===== config.mk =====
export PLATFORM = sky130hd
export DESIGN_NAME = pipe_hazard_ctrl
export DESIGN_NICKNAME = d
export VERILOG_FILES = /design/src/rtl/pipe_pkg.sv /design/src/rtl/md_cnt.sv /design/src/rtl/pipe_hazard_ctrl.sv
export SDC_FILE = /design/constraint.sdc
export NUM_CORES = 1
export LEC_CHECK = 0
export ABC_AREA = 1
export CAP_MARGIN = 20
export CORE_ASPECT_RATIO = 0.7
export CORE_MARGIN = 2
export CORE_UTILIZATION = 45
export CTS_BUF_LIST = sky130_fd_sc_hd__clkbuf_16
export DETAILED_ROUTE_END_ITERATION = 10
export GPL_ROUTABILITY_DRIVEN = 0
export HOLD_SLACK_MARGIN = 0.12
export PLACE_DENSITY = 0.7
export RECOVER_POWER = 50
export SLEW_MARGIN = 30
export SYNTH_ARGS = -nofsm -noshare
export SYNTH_HDL_FRONTEND = slang
export SYNTH_SLANG_ARGS = --single-unit
export TNS_END_PERCENT = 100

===== constraint.sdc =====
create_clock -name clk -period 2.4 [get_ports clk]
set_input_delay 0.48 -clock clk [delete_from_list [all_inputs] [get_ports clk]]
set_output_delay 0.48 -clock clk [all_outputs]
set_load 0.01 [all_outputs]

===== src/rtl/pipe_pkg.sv =====
// Shared scoreboard types and forward-select codes for the pipeline hazard controller.
// Latency: declarations only.  Backpressure: not applicable.
package pipe_pkg;

  // Widest register address a scoreboard tag can carry; narrower REG_AW values are zero-extended.
  localparam int TAG_AW = 8;

  localparam logic [1:0] FWD_RF  = 2'b00;
  localparam logic [1:0] FWD_WB  = 2'b01;
  localparam logic [1:0] FWD_MEM = 2'b10;

  typedef struct packed {
    logic              valid;
    logic [TAG_AW-1:0] dst;
    logic [TAG_AW-1:0] rs;
    logic [TAG_AW-1:0] rt;
    logic              regWrite;
    logic              memToReg;
    logic              mdOp;
  } stage_tag_t;

  function automatic logic tagWrites(input stage_tag_t t, input logic [TAG_AW-1:0] r,
                                     input logic zeroReg);
    return t.valid & t.regWrite & (t.dst == r) & ~(zeroReg & (r == '0));
  endfunction

endpackage


===== src/rtl/md_cnt.sv =====
// Loadable down-counter holding the remaining execute cycles of a multi-cycle op.
// Latency: nonZero follows the registered count.  Backpressure: none; load beats decrement, count rests at 0.
module md_cnt #(
  parameter int MD_LAT = 4
) (
  input  logic clk,
  input  logic rst,
  input  logic load,
  output logic nonZero
);

  localparam int CW = $clog2(MD_LAT + 1);
  localparam logic [CW-1:0] LOAD_VAL = CW'(MD_LAT - 1);

  logic [CW-1:0] cnt;

  always_ff @(posedge clk or posedge rst) begin
    if (rst) begin
      cnt <= '0;
    end else if (load) begin
      cnt <= LOAD_VAL;
    end else if (cnt != '0) begin
      cnt <= cnt - CW'(1);
    end
  end

  assign nonZero = (cnt != '0);

endmodule


===== src/rtl/pipe_hazard_ctrl.sv =====
// Stall, flush and forward-select control for the 5-stage pipeline, using a private E/M/W scoreboard.
// Latency: all outputs combinational from the scoreboard and D inputs.  Backpressure: stalls hold F/D (and E while busy).
module pipe_hazard_ctrl
  import pipe_pkg::*;
#(
  parameter int REG_AW   = 5,
  parameter int MD_LAT   = 4,
  parameter bit ZERO_REG = 1'b1
) (
  input  logic              clk,
  input  logic              rst,
  input  logic              validD,
  input  logic [REG_AW-1:0] rsD,
  input  logic [REG_AW-1:0] rtD,
  input  logic              useRsD,
  input  logic              useRtD,
  input  logic [REG_AW-1:0] dstD,
  input  logic              regWriteD,
  input  logic              memToRegD,
  input  logic              mdOpD,
  input  logic              branchD,
  input  logic              jumpD,
  input  logic              pcSrcD,
  output logic              stallF,
  output logic              stallD,
  output logic              stallE,
  output logic              flushD,
  output logic              flushE,
  output logic              flushM,
  output logic              forwardAD,
  output logic              forwardBD,
  output logic [1:0]        forwardAE,
  output logic [1:0]        forwardBE,
  output logic              mdBusy
);

  stage_tag_t        tagD, tagE, tagM, tagW;
  logic [TAG_AW-1:0] rsX, rtX;
  logic              eHitD, mHitD;
  logic              lwStall, brStall, hazStall;
  logic              mdLoad, cntNz;

  function automatic logic [1:0] fwdSel(input stage_tag_t m, input stage_tag_t w,
                                        input logic [TAG_AW-1:0] r);
    if (tagWrites(m, r, ZERO_REG)) return FWD_MEM;
    if (tagWrites(w, r, ZERO_REG)) return FWD_WB;
    return FWD_RF;
  endfunction

  always_comb begin
    rsX           = TAG_AW'(rsD);
    rtX           = TAG_AW'(rtD);
    tagD          = '0;
    tagD.valid    = validD;
    tagD.dst      = TAG_AW'(dstD);
    tagD.rs       = rsX;
    tagD.rt       = rtX;
    tagD.regWrite = regWriteD;
    tagD.memToReg = memToRegD;
    tagD.mdOp     = mdOpD;
  end

  // Hits only count for operands the decoding instruction actually reads.
  always_comb begin
    eHitD = (useRsD & tagWrites(tagE, rsX, ZERO_REG)) | (useRtD & tagWrites(tagE, rtX, ZERO_REG));
    mHitD = (useRsD & tagWrites(tagM, rsX, ZERO_REG)) | (useRtD & tagWrites(tagM, rtX, ZERO_REG));
  end

  always_comb begin
    lwStall  = validD & tagE.memToReg & eHitD;
    brStall  = branchD & validD & (eHitD | (tagM.memToReg & mHitD));
    mdBusy   = tagE.valid & tagE.mdOp & cntNz;
    hazStall = lwStall | brStall;
    stallF   = hazStall | mdBusy;
    stallD   = hazStall | mdBusy;
    stallE   = mdBusy;
    flushE   = hazStall & ~mdBusy;
    flushM   = mdBusy;
    flushD   = (pcSrcD | jumpD) & ~stallD;
  end

  always_comb begin
    forwardAD = branchD & tagWrites(tagM, rsX, ZERO_REG) & ~tagM.memToReg;
    forwardBD = branchD & tagWrites(tagM, rtX, ZERO_REG) & ~tagM.memToReg;
    forwardAE = fwdSel(tagM, tagW, tagE.rs);
    forwardBE = fwdSel(tagM, tagW, tagE.rt);
  end

  // A held E keeps the multi-cycle op in place while M fills with bubbles behind it.
  always_ff @(posedge clk or posedge rst) begin
    if (rst) begin
      tagE <= '0;
      tagM <= '0;
      tagW <= '0;
    end else begin
      if (flushE) begin
        tagE <= '0;
      end else if (!stallE) begin
        tagE <= tagD;
      end
      tagM <= flushM ? '0 : tagE;
      tagW <= tagM;
    end
  end

  assign mdLoad = validD & mdOpD & ~stallE & ~flushE;

  md_cnt #(
    .MD_LAT(MD_LAT)
  ) u_md_cnt (
    .clk    (clk),
    .rst    (rst),
    .load   (mdLoad),
    .nonZero(cntNz)
  );

  // Late-stage fields kept for debug visibility; nothing downstream consumes them.
  logic unusedTagBits;
  assign unusedTagBits = ^{tagW.rs, tagW.rt, tagW.memToReg, tagW.mdOp, tagM.rs, tagM.rt, tagM.mdOp};

endmodule


==> run metrics <==
outcome completed; Area Growth Syn to Fin 36.8%; Max-cap violations 0; Slowest-stage cell, CP clkdlybuf4s50_1; Starting Density 0.479; GRT Util Overall 0.234; clk root buf clkbuf_16; ANT nets after route 0; Setup violations, final 0; Worst Setup Path Type in -> out; # H-tree levels 2; antenna violations before repair 0; HPWL after DPL 4100 um; number of nets in the layout approximately 390; Clk pin slew, worst setup/hold paths 60 ps; vias between 2000 and 2500; DR iter-0 viols 143; drt pass-1 iters 4; worst-path cell chain clkdlybuf4s50_1, o21ai_1, a21oi_1, nand3_1, nand2_1, nand2_1, nand2_2, nand2_4, nand2_2, nor2_1, clkbuf_2; pin count of the biggest net entering global routing 38; CTS tree done; Pwr Total 3.52 mW; Inserted Clock Buffers 5; Async SR Flop Fraction 1.00; core box area ~0.0045 mm2; CP max FO 3; wirelength, routed 5740 um; Vias/cell 4.99; PortBufs 38; Slew HR 0.375; Leak 1.56 nW; Avg WL per Cell around 14 um; Distinct cells, synth 29; Yosys warnings 0; WHS 392 ps; hold path startpoint tagM[27]; Clk Latency, worst-skew pair 280 ps; sequential fraction of the synthesis area 0.434; Synth Cell Area between 0.002 and 0.0025 mm2; commonest non-fill, non-tap cell in the layout nand2_1; Slew Viols, Final 0; number of synthesized flops with an enable pin 0; die height 61.6 um; critical path data required time 1920 ps; CP endpoint kind output port; R2R cell count 11; setup TNS 0 ps; #FFs+latches synth 37; buffer depth of the longest clock path 2; cell count of the worst hold path 0; first-pass GRT wire length 9310 um; Post-Route Skew 4.23 ps; worst-margin pin slew 938 ps; hold crit path type reg -> reg; RSZ-0062 raised after global routing true; Max VDD drop 847 uV; r2r endpoint u_md_cnt.cnt[1]; most frequent cells in the layout nand2_1, dfrtp_1, inv_1; slowest stage delay, CP 490 ps; fmax about 0.43 GHz; Die Footprint 0.00532 mm2; Hold Path Sink tagW[27]; Synth Net Count around 320; Pwr Density ~1200 mW/mm2; Ant. Diodes 0; vias in the first global route 1908; Final Cycle Share 0.965; drt drc 0; ys flop type dfrtp_1; flop2flop setup slack between 500 and 600 ps; CP arrival ~1800 ps; Fillers just under 400; synthesized instance count 296; IO Pins 39; Critical Path Start Type input port; cell row count 20; Sinks on Clock Net 37; final hold viol count 0; global route overflow 0; Tmin final 2320 ps; ratio of cells with drive above 1 in the final layout 0.189; worst reg2reg startpoint u_md_cnt.cnt[0]; Syn Area/Cell 7.21 um2; Die X ~86 um; Finished Core Util 0.655
logic make-up after synthesis:
kind of cell / share of synthesized area
adder cells (fa/ha/maj): 0.0117
AO/OA/AOI/OAI: 0.0504
flip-flops: 0.434
AND/OR/NAND/NOR: 0.347
buffers and inverters: 0.0956
XOR/XNOR: 0.0616
metal layers:
layer	up-vias	wire [um]	track usage
met1	968	2790	0.355
met4	0	54	0.0603
met3	8	423	0.0523
met5	-	0	0
met2	66	2470	0.338
li1	1054	-	-
cells in the mapped netlist (4+ instances only):
| master | count | share of area |
|---|---|---|
| dfrtp_1 | 37 | 0.43 |
| xnor2_1 | 10 | 0.041 |
| inv_1 | 37 | 0.065 |
| nand2_1 | 100 | 0.18 |
| o21ai_0 | 9 | 0.021 |
| nor2_1 | 29 | 0.051 |
| a21oi_1 | 5 | 0.012 |
| xor2_1 | 5 | 0.021 |
| nand3_1 | 30 | 0.070 |
| nand4_1 | 5 | 0.015 |
| buf_4 | 4 | 0.014 |
repair_timing:
action                                  CTS  global route
pin swaps                                 5             8
resized for setup                        40            23
endpoints found under the setup margin   13             7
buffers inserted                          5             5
hold buffers                              0             0
flip-flops by register name, indices dropped and copies added (netlist names):
register      count
tagM              8
u_md_cnt.cnt      3
tagW              7
tagE             19
worst max-delay path by stage:
stage | startpoint | to | slack, ps | cells past startpoint
finish | useRtD | flushD | 80 | 11
global route | rsD[4] | flushD | -20 | 13
CTS | useRtD | flushD | 0.2 | 11
detailed placement | rtD[1] | flushE | -570 | 12
global placement | rtD[3] | flushD | -530 | 12
floorplan | u_md_cnt.cnt[0] | mdBusy | 320 | 9
power breakdown:
group	switching (mW)	internal, mW
sequential	0.291	0.909
combinational	0.900	0.672
clock	0.255	0.491
total	1.45	2.07
stage by stage:
step / setup WS, ps / cell area (um2) / cells
after floorplan: 320 / 2130 / 296
after CTS: 0.224 / 2910 / 415
after detailed placement: -573 / 2690 / 402
final: 84.8 / 2920 / 420
after global placement: -531 / 2690 / 402
after global routing: -16.0 / 2920 / 420
worst max-delay path, delay by kind of cell:
family,cells,cell delay (ps)
AOI/OAI and AO/OA,2,200
and+or+nand+nor,7,530
buffers and inverters,2,610
area by class of cell:
cell class              instances  area, um2  share of cell area
repair buffers                 69        546               0.187
flip-flops and latches         37        928               0.318
clock inverters                 3       46.3              0.0159
inverters                      40        150              0.0514
clock buffers                   5        125              0.0429
multi-input cells             211       1050               0.361
well taps                      55       68.8              0.0236
Power figures use the tool's default switching activity.
